==> config.mk <==
export PLATFORM = sky130hd
export DESIGN_NAME = calc2_multiport_engine
export DESIGN_NICKNAME = d
export VERILOG_FILES = /design/src/rtl/calc2_multiport_engine.sv
export SDC_FILE = /design/constraint.sdc
export NUM_CORES = 1
export LEC_CHECK = 0
export BUFFER_PORTS_ARGS = -buffer_cell sky130_fd_sc_hd__clkbuf_2
export CAP_MARGIN = 20
export CORE_UTILIZATION = 45
export CTS_CLUSTER_DIAMETER = 100
export DETAILED_ROUTE_END_ITERATION = 6
export SKIP_CTS_REPAIR_TIMING = 1
export SYNTH_ARGS = -nofsm -noshare
export SYNTH_HDL_FRONTEND = slang
export SYNTH_SLANG_ARGS = --single-unit
==> constraint.sdc <==
create_clock -name c_clk -period 6.6 [get_ports c_clk]
set_input_delay 0.66 -clock c_clk [delete_from_list [all_inputs] [get_ports c_clk]]
set_output_delay 0.66 -clock c_clk [all_outputs]
set_load 0.02 [all_outputs]
==> src/rtl/calc2_multiport_engine.sv <==
// Multi-port calculator core: NUM_PORTS two-cycle request ports share one add/sub unit and
// one shift unit, each fed by an oldest-first FIFO of waiting port indices.
module calc2_multiport_engine #(
    parameter int NUM_PORTS = 4,
    parameter int DATA_W    = 32
) (
    input  logic                        c_clk,
    input  logic                        reset,
    input  logic [4*NUM_PORTS-1:0]      req_cmd_in,
    input  logic [DATA_W*NUM_PORTS-1:0] req_data_in,
    output logic [2*NUM_PORTS-1:0]      out_resp,
    output logic [DATA_W*NUM_PORTS-1:0] out_data,
    output logic [NUM_PORTS-1:0]        port_busy
);
    localparam int SHAMT_W = $clog2(DATA_W);
    localparam int PW      = (NUM_PORTS > 1) ? $clog2(NUM_PORTS) : 1;
    localparam int CW      = $clog2(NUM_PORTS + 1);

    localparam logic [3:0] CMD_ADD = 4'd1;
    localparam logic [3:0] CMD_SUB = 4'd2;
    localparam logic [3:0] CMD_LSH = 4'd5;
    localparam logic [3:0] CMD_RSH = 4'd6;

    localparam logic [1:0] RESP_NONE = 2'd0;
    localparam logic [1:0] RESP_OK   = 2'd1;
    localparam logic [1:0] RESP_ERR  = 2'd2;

    typedef enum logic [1:0] {S_IDLE, S_OPND2, S_WAIT} state_t;

    // Request protocol: a nonzero command seen by an idle port is taken together with operand 1
    // on that edge; operand 2 is taken unconditionally on the next edge. There is no ready
    // signal -- the requester watches port_busy and must not start a new command while it is 1,
    // except in the cycle the answer is produced, where a new command is accepted.
    state_t                           state_q [NUM_PORTS];
    state_t                           state_d [NUM_PORTS];
    logic [NUM_PORTS-1:0][3:0]        cmd_q, cmd_d;
    logic [NUM_PORTS-1:0][DATA_W-1:0] op1_q, op1_d;
    logic [NUM_PORTS-1:0][DATA_W-1:0] op2_q, op2_d;
    logic [NUM_PORTS-1:0][1:0]        resp_q, resp_d;
    logic [NUM_PORTS-1:0][DATA_W-1:0] data_q, data_d;
    logic [NUM_PORTS-1:0]             busy_q, busy_d;

    // Unit 0 is add/sub, unit 1 is shift; slot 0 of each FIFO is the oldest waiter.
    logic [1:0][NUM_PORTS-1:0][PW-1:0] fifo_q, fifo_d;
    logic [1:0][CW-1:0]                cnt_q, cnt_d;
    logic [1:0][NUM_PORTS-1:0]         enq;

    logic [3:0]                       arith_cmd;
    logic [DATA_W-1:0]                arith_a, arith_b;
    logic [DATA_W:0]                  arith_sum;
    logic [3:0]                       shift_cmd;
    logic [DATA_W-1:0]                shift_a;
    logic [SHAMT_W-1:0]               shift_amt;
    logic [1:0][1:0]                  unit_resp;
    logic [1:0][DATA_W-1:0]           unit_data;
    logic [NUM_PORTS-1:0]             gnt;
    logic [NUM_PORTS-1:0][1:0]        gnt_resp;
    logic [NUM_PORTS-1:0][DATA_W-1:0] gnt_data;

    always_comb begin
        arith_cmd = '0;
        arith_a   = '0;
        arith_b   = '0;
        shift_cmd = '0;
        shift_a   = '0;
        shift_amt = '0;
        for (int p = 0; p < NUM_PORTS; p++) begin
            if (fifo_q[0][0] == PW'(p)) begin
                arith_cmd = cmd_q[p];
                arith_a   = op1_q[p];
                arith_b   = op2_q[p];
            end
            if (fifo_q[1][0] == PW'(p)) begin
                shift_cmd = cmd_q[p];
                shift_a   = op1_q[p];
                shift_amt = op2_q[p][SHAMT_W-1:0];
            end
        end

        arith_sum = {1'b0, arith_a} + {1'b0, arith_b};
        unit_resp = '0;
        unit_data = '0;
        if (arith_cmd == CMD_SUB) begin
            if (arith_b > arith_a) begin
                unit_resp[0] = RESP_ERR;
            end else begin
                unit_resp[0] = RESP_OK;
                unit_data[0] = arith_a - arith_b;
            end
        end else if (arith_sum[DATA_W]) begin
            unit_resp[0] = RESP_ERR;
        end else begin
            unit_resp[0] = RESP_OK;
            unit_data[0] = arith_sum[DATA_W-1:0];
        end

        unit_resp[1] = RESP_OK;
        if (shift_cmd == CMD_RSH) begin
            unit_data[1] = shift_a >> shift_amt;
        end else begin
            unit_data[1] = shift_a << shift_amt;
        end

        gnt      = '0;
        gnt_resp = '0;
        gnt_data = '0;
        for (int u = 0; u < 2; u++) begin
            for (int p = 0; p < NUM_PORTS; p++) begin
                if (cnt_q[u] != '0 && fifo_q[u][0] == PW'(p)) begin
                    gnt[p]      = 1'b1;
                    gnt_resp[p] = unit_resp[u];
                    gnt_data[p] = unit_data[u];
                end
            end
        end
    end

    always_comb begin
        enq = '0;
        for (int p = 0; p < NUM_PORTS; p++) begin
            state_d[p] = state_q[p];
            cmd_d[p]   = cmd_q[p];
            op1_d[p]   = op1_q[p];
            op2_d[p]   = op2_q[p];
            resp_d[p]  = RESP_NONE;
            data_d[p]  = '0;
            case (state_q[p])
                S_OPND2: begin
                    op2_d[p] = req_data_in[DATA_W*p +: DATA_W];
                    if (cmd_q[p] == CMD_ADD || cmd_q[p] == CMD_SUB) begin
                        state_d[p] = S_WAIT;
                        enq[0][p]  = 1'b1;
                    end else if (cmd_q[p] == CMD_LSH || cmd_q[p] == CMD_RSH) begin
                        state_d[p] = S_WAIT;
                        enq[1][p]  = 1'b1;
                    end else begin
                        state_d[p] = S_IDLE;
                        resp_d[p]  = RESP_ERR;
                    end
                end
                S_WAIT: begin
                    if (gnt[p]) begin
                        state_d[p] = S_IDLE;
                        resp_d[p]  = gnt_resp[p];
                        data_d[p]  = gnt_data[p];
                    end
                end
                default: begin
                end
            endcase
            // Idle ports, and ports being answered this edge, may start the next command.
            if (state_d[p] == S_IDLE && state_q[p] != S_OPND2 &&
                req_cmd_in[4*p +: 4] != 4'd0) begin
                state_d[p] = S_OPND2;
                cmd_d[p]   = req_cmd_in[4*p +: 4];
                op1_d[p]   = req_data_in[DATA_W*p +: DATA_W];
            end
            busy_d[p] = (state_d[p] != S_IDLE);
        end
    end

    always_comb begin
        fifo_d = fifo_q;
        cnt_d  = cnt_q;
        for (int u = 0; u < 2; u++) begin
            if (cnt_q[u] != '0) begin
                for (int s = 0; s < NUM_PORTS - 1; s++) begin
                    fifo_d[u][s] = fifo_q[u][s+1];
                end
                cnt_d[u] = cnt_q[u] - CW'(1);
            end
            // Ascending port order gives same-edge arrivals a deterministic age.
            for (int p = 0; p < NUM_PORTS; p++) begin
                if (enq[u][p]) begin
                    for (int s = 0; s < NUM_PORTS; s++) begin
                        if (CW'(s) == cnt_d[u]) begin
                            fifo_d[u][s] = PW'(p);
                        end
                    end
                    cnt_d[u] = cnt_d[u] + CW'(1);
                end
            end
        end
    end

    always_ff @(posedge c_clk) begin
        if (reset) begin
            for (int p = 0; p < NUM_PORTS; p++) begin
                state_q[p] <= S_IDLE;
            end
            cmd_q  <= '0;
            op1_q  <= '0;
            op2_q  <= '0;
            resp_q <= '0;
            data_q <= '0;
            busy_q <= '0;
            fifo_q <= '0;
            cnt_q  <= '0;
        end else begin
            for (int p = 0; p < NUM_PORTS; p++) begin
                state_q[p] <= state_d[p];
            end
            cmd_q  <= cmd_d;
            op1_q  <= op1_d;
            op2_q  <= op2_d;
            resp_q <= resp_d;
            data_q <= data_d;
            busy_q <= busy_d;
            fifo_q <= fifo_d;
            cnt_q  <= cnt_d;
        end
    end

    assign out_resp  = resp_q;
    assign out_data  = data_q;
    assign port_busy = busy_q;

endmodule

======== Yosys cells after proc, flatten, opt, wreduce, memory -nomap -nowiden ========
Memories as Yosys holds them, arrays and structs flattened.
Cells that the tools add are included.
W data, S select, Z words.
storage, ports and cells
  memories kept ........................... 1
  input port bits ......................... 146
  memory bits (writable) .................. 8
  flip-flop bits (word level) ............. 434
  memory bits (read-only) ................. 0
  logic and storage cells ................. 341
  bits in latches ......................... 0
  output and inout port bits .............. 140
operators by class
  multipliers ............................. 0
  add/sub/neg operators ................... 12
  shift operators ......................... 2
  divide/modulo/power cells ............... 0
  multiplexer cells ....................... 170
  bitwise logic cells ..................... 12
  reductions and logical operators ........ 52
  order comparisons ....................... 1
  eq/ne operators ......................... 60
memory list
  name     words  bits a word  read ports  clocked after Yosys merged registers in  wr ports  RTL line  RTL
  state_q  4      2            4           0                                        4         34        state_t state_q [NUM_PORTS];
operator list
  operator               number
  $mux W32               24
  $mux W2                75
  $mux W8                8
  $eq A2 B3 Y1 const A   16
  $eq A4 B3 Y1 const B   9
  $add A32 B32 Y33       1
  $gt A32 B32 Y1         1
  $mux W4                8
  $pmux W2 S2            8
  $shl A32 B5 Y32        1
  $shr A32 B5 Y32        1
  $sub A32 B32 Y32       1
  $mux W1                31
  $mux W3                10
  $add A3 B1 Y3 const B  8
  $eq A1 B3 Y1 const A   8
  $logic_not A3 Y1       8
  $eq A4 B2 Y1 const B   5
  $mux W5                4
  $eq A2 B2 Y1 const B   8
  $eq A4 B1 Y1 const B   4
  $logic_and A1 B1 Y1    16
  $reduce_bool A4 Y1     4
  $eq A2 B1 Y1 const B   6
  10 further kinds       44

======== Logic depth before layout (Yosys ltp) ========
  depth after elaboration ................. 13
  depth in mapped cells ................... 18
  gate-level depth less buffers ........... 16

======== Least setup slack after synthesis ========
No wires, ideal clock.
  kind .................................... reg2reg
  start point ............................. register fifo_q[0] in the netlist's numbering
  end point ............................... register data_q (netlist bit out_data[10])
  required time ........................... 6525 ps
  clock period less this slack ............ 4924 ps
  data arrival time ....................... 4849 ps
  cell stages (with the launch flop) ...... 18
  path slack .............................. 1676 ps
  setup time .............................. 75 ps
  path buffers ............................ 4
  cell sequence ........................... dfxtp_1 clkbuf_1 buf_1 buf_1 mux4_2 ha_1 fa_1 a21o_1 a221o_1 o2111ai_1 nand3_1 o22ai_1 o21a_1 o21ai_2 buf_2 o221ai_1 o21ai_1 o22ai_1
on the way
  longest elaborated chain between the ends .. 10
  elaborated cells on any way between the ends .. 30
  classes of those cells .................. add/sub (2); order compare (1); eq/ne (4); mux (19); bitwise (1); reduce/logical (3)
ends and longest elaborated chain
  item                                            RTL line  RTL
  start, declared                                 44        logic [1:0][NUM_PORTS-1:0][PW-1:0] fifo_q, fifo_d;
  start signal, assigned                          209       fifo_q <= fifo_d;
  $logic_not A2 Y1                                68, 109
  $mux W32 (4 in series)                          68        if (fifo_q[0][0] == PW'(p)) begin
  $add A32 B32 Y33, or another cell as far along  80        arith_sum = {1'b0, arith_a} + {1'b0, arith_b};
  $mux W32 (on tied branches)                     90, 84
  $mux W32                                        83        if (arith_cmd == CMD_SUB) begin
  $mux W32 (2 in series)                          109       if (cnt_q[u] != '0 && fifo_q[u][0] == PW'(p)) begin
  end signal, assigned                            207       data_q <= data_d;
  end, declared                                   40        logic [NUM_PORTS-1:0][DATA_W-1:0] data_q, data_d;
Parallel ways exist; a longest one is shown, timed or not.
A chain may end at the register's enable or synchronous reset.

======== Worst setup path in the final report ========
  start point ............................. register fifo_q[0] in the netlist's numbering
  end point ............................... register data_q (netlist bit out_data[62])
on the way
  longest elaborated chain between the ends .. 10
  elaborated cells on any way between the ends .. 30
  classes of those cells .................. add/sub (2); order compare (1); eq/ne (4); mux (19); bitwise (1); reduce/logical (3)
ends and longest elaborated chain
  item                                            RTL line
  $logic_not A2 Y1                                68
  $mux W32 (4 in series)                          68
  $add A32 B32 Y33, or another cell as far along  80
  $mux W32 (on tied branches)                     90, 84
  $mux W32                                        83
  $mux W32 (2 in series)                          109
Parallel ways exist; a longest one is shown, timed or not.

==> impl_metrics.toml <==
[run_status]
status = "finished, final reports clean"

[synth]
synthTopCellsByArea = "dfxtp_1 34%, mux2i_1 8.0%, mux4_2 7.8%, nand2_1 6.8%, ha_1 5.6%"
netlist_area_um2 = 25790
synth_seq_cells = 442
yosys_warnings = 0
synth_top_area_frac = 0.3431
syn_avg_cell_area_um2 = 8.581
ys_async_sr_fraction = 0
yosys.area.top_type = "dfxtp_1"
synth.yosys.seq_area_share = 0.3431
syn_inst = 3005
ys_types = 94
syn_nets = 3269
synth-edff-count = 0
synth_flop_cell = "dfxtp_1"

[grt]
grt_max_degree = 132
grt_pass1_vias = 22840
grt-ovfl-total = 0
grt_usage = 0.3405
antenna_found_initial = 3
grt_pass1_wl_um = 148400

[setup_path]
r2r_slack_ns = 1.29
worstPathRequired_ns = 7.05
criticalPathCategory = "reg -> reg"
crit_arrival_ns = 5.76
path_max_fanout = 23
cp_common_cell = "o22ai_1"
worstRegToRegCells = 14
crit_end = "out_data[62]"
crit_start = "fifo_q[0]"
startpoint_type = "register"
r2r_end = "out_data[62]"
crit-reg2reg-launch = "fifo_q[0]"
cp-end-kind = "register"
crit_slowest_cell = "o21ai_2"
slowest_delay_ns = 0.69
path_cells = "buf_12, mux4_2, ha_1, a21oi_1, o21a_1, o31a_1, nand3_1, o22ai_1, o21a_1, o21ai_2, buf_4, o22ai_1, o22ai_1, o22ai_1"

[timing]
worstMarginPinSlew_ns = 1.304
fin_setup_tns_ns = 0
setup_viol = 0
hold_viol = 0
post-route-period-util = 0.8038
fmax_mhz = 188.5
rsz0062_at_grt = "no"
final_max_slew_viol_count = 0
fin_crit_ns = 5.305
relSlewSlack = 0.1309
fin_skew_ns = 0.02320

[route]
drt_iter0_markers = 2458
drt.antenna.violating_nets = 0
dr_total_vias = 24500
wirelength_um = 101100
drc = 0
dr.pass1.iters = 5
wl_per_cell_um = 25.43
viasPerCell = 6.164

[final_layout]
multi_input_area_um2 = 15640
drive_gt1_frac = 0.1874
syn2layout_area_growth_pct = 14.07
num-nets-final = 3442
postLayoutCoreUtil = 0.5207
regArea_um2 = 8859
fill_cells = 5394

[clocking]
cts.sinks = 442
cts_tree = "done"
numCtsBuffers = 48
cts_max_level = 2
clkTransAtPathRegs_ns = 0.06
cts_buffer_depth = 3
cts_root_buf = "clkbuf_16"
clk-insertion-delay-late_ns = 0.62

[die]
die-area_um2 = 58270
coreArea_um2 = 56500
die_w_um = 241.4
start_util = 0.4564
row_count = 87
fp.dieH_um = 241.4
ios = 286

[pwr]
power.density_nw_per_um2 = 341.1
vdd_ir_drop_max_mv = 0.2270
p_leak_nw = 11.93

[placed_design]
hpwl_um = 74420
io_buffers = 285
gp_congestion = 0.9842

[job]
maxCapViolCount = 0

[hold_path]
hold_path_class = "in -> reg"
## synth_stat cells (11+ instances only)
cell type  instances
nand2b_1          24
o221ai_1          13
a211oi_1          30
nor3_1            48
and2_1            17
nor2_1           315
and3_1            11
o22ai_1          119
nor2b_1           27
a221o_1           26
ha_1             116
xnor2_1           21
o31ai_1           12
a21oi_1          282
a31oi_1           25
inv_1            100
o211ai_1          14
o21bai_1          16
mux2_2            49
buf_2             57
a22o_1            13
o21ai_0           92
nand3_1           32
o21ai_1           24
dfxtp_1          442
nand2_1          468
clkbuf_1         126
buf_1             14
mux2i_1          205
mux4_2            89
## worst max-delay path, delay by kind of cell, from the launching register on
family | cells | cell delay (ns)
fa+ha+maj | 1 | 0.61
flops | 1 | 0.56
compound gates | 9 | 2.38
simple gates | 1 | 0.24
mux | 1 | 0.60
buf+inv | 2 | 0.68
## cell type report
| type | count | area share |
|---|---|---|
| Inverter | 102 | 0.01302 |
| Clock inverter | 25 | 0.009273 |
| Clock buffer | 65 | 0.04747 |
| Timing Repair Buffer | 334 | 0.06525 |
| Sequential cell | 442 | 0.3012 |
| Tap cell | 756 | 0.03216 |
| Multi-Input combinational cell | 2250 | 0.5316 |
| Antenna cell | 1 | 0.00008507 |
## routing by layer
layer | global-route usage | up-vias | wire length, um
met4 | 0.08861 | 4 | 2233
met2 | 0.5260 | 1158 | 44600
met1 | 0.4882 | 12040 | 46080
met3 | 0.05914 | 139 | 8133
met5 | 0 | - | 28
li1 | - | 11170 | -
## cell usage in the layout (no fill, tap or decap), types with 14 or more instances in the layout
master and n:
a31oi_1 25, o22ai_1 119, xnor2_1 21, buf_4 41, ha_1 112, nor3_1 48
mux2_2 49, o21ai_1 23, nand2_1 465, o21bai_1 16, mux4_2 89, o21ai_0 91
nand2b_1 24, nor2_1 315, o211ai_1 14, nand3_1 32, a221o_1 26, and2_1 17
clkbuf_16 49, inv_1 100, mux2i_1 205, dfxtp_1 438, a21oi_1 282, nor2b_1 27
clkbuf_2 285, a211oi_1 30
## registers in the layout, indices dropped and copies added, names as in the netlist
| register | cells |
|---|---|
| out_resp | 8 |
| cnt_q | 6 |
| op2_q | 128 |
| state_q | 8 |
| port_busy | 4 |
| op1_q | 128 |
| out_data | 128 |
| fifo_q | 16 |
| cmd_q | 16 |
## kinds of logic (layout without fill, tap and decap cells)
group                    Yosys count  after routing  share of synthesized area
flip-flops                       442            442                     0.3431
buffers and inverters            313            526                    0.05211
AND/OR/NAND/NOR                  984            984                     0.1602
multiplexers                     355            355                     0.1899
other                              0              1                          0
AO/OA/AOI/OAI                    769            769                     0.1887
adder cells (fa/ha/maj)          118            118                    0.05784
XOR/XNOR                          24             24                   0.008152
## worst min path at each step
stage	start	end	slack [ns]	cells past startpoint
after CTS	req_data_in[9]	op1_q[9]	0.25	3
after global placement	op1_q[11]	op1_q[11]	0.45	2
final	req_data_in[90]	op1_q[90]	0.28	3
after detailed placement	op1_q[55]	op1_q[55]	0.46	2
after global routing	req_data_in[73]	op1_q[73]	0.28	3
after floorplan	op1_q[66]	op1_q[66]	0.44	2
## through the flow
step | hold WS [ns] | setup slack (ns) | total power [mW] | std cells | cell area [um^2]
2_1_floorplan | 0.4415 | 1.676 | 5.824 | 3005 | 25790
3_3_place_gp | 0.4504 | 1.431 | 7.087 | 3878 | 27620
3_5_place_dp | 0.4595 | 1.351 | 7.153 | 3879 | 27650
4_1_cts | 0.2530 | 1.310 | 9.957 | 3969 | 29320
5_1_grt | 0.2798 | 1.129 | 10.50 | 3974 | 29410
6_report | 0.2785 | 1.295 | 10.03 | 3975 | 29410
## power by group
part,internal [mW],switching (mW)
Sequential,2.85,0.192
Clock,1.62,1.19
Combinational,1.40,2.77
Note: power is estimated with default switching activity, not from simulation.
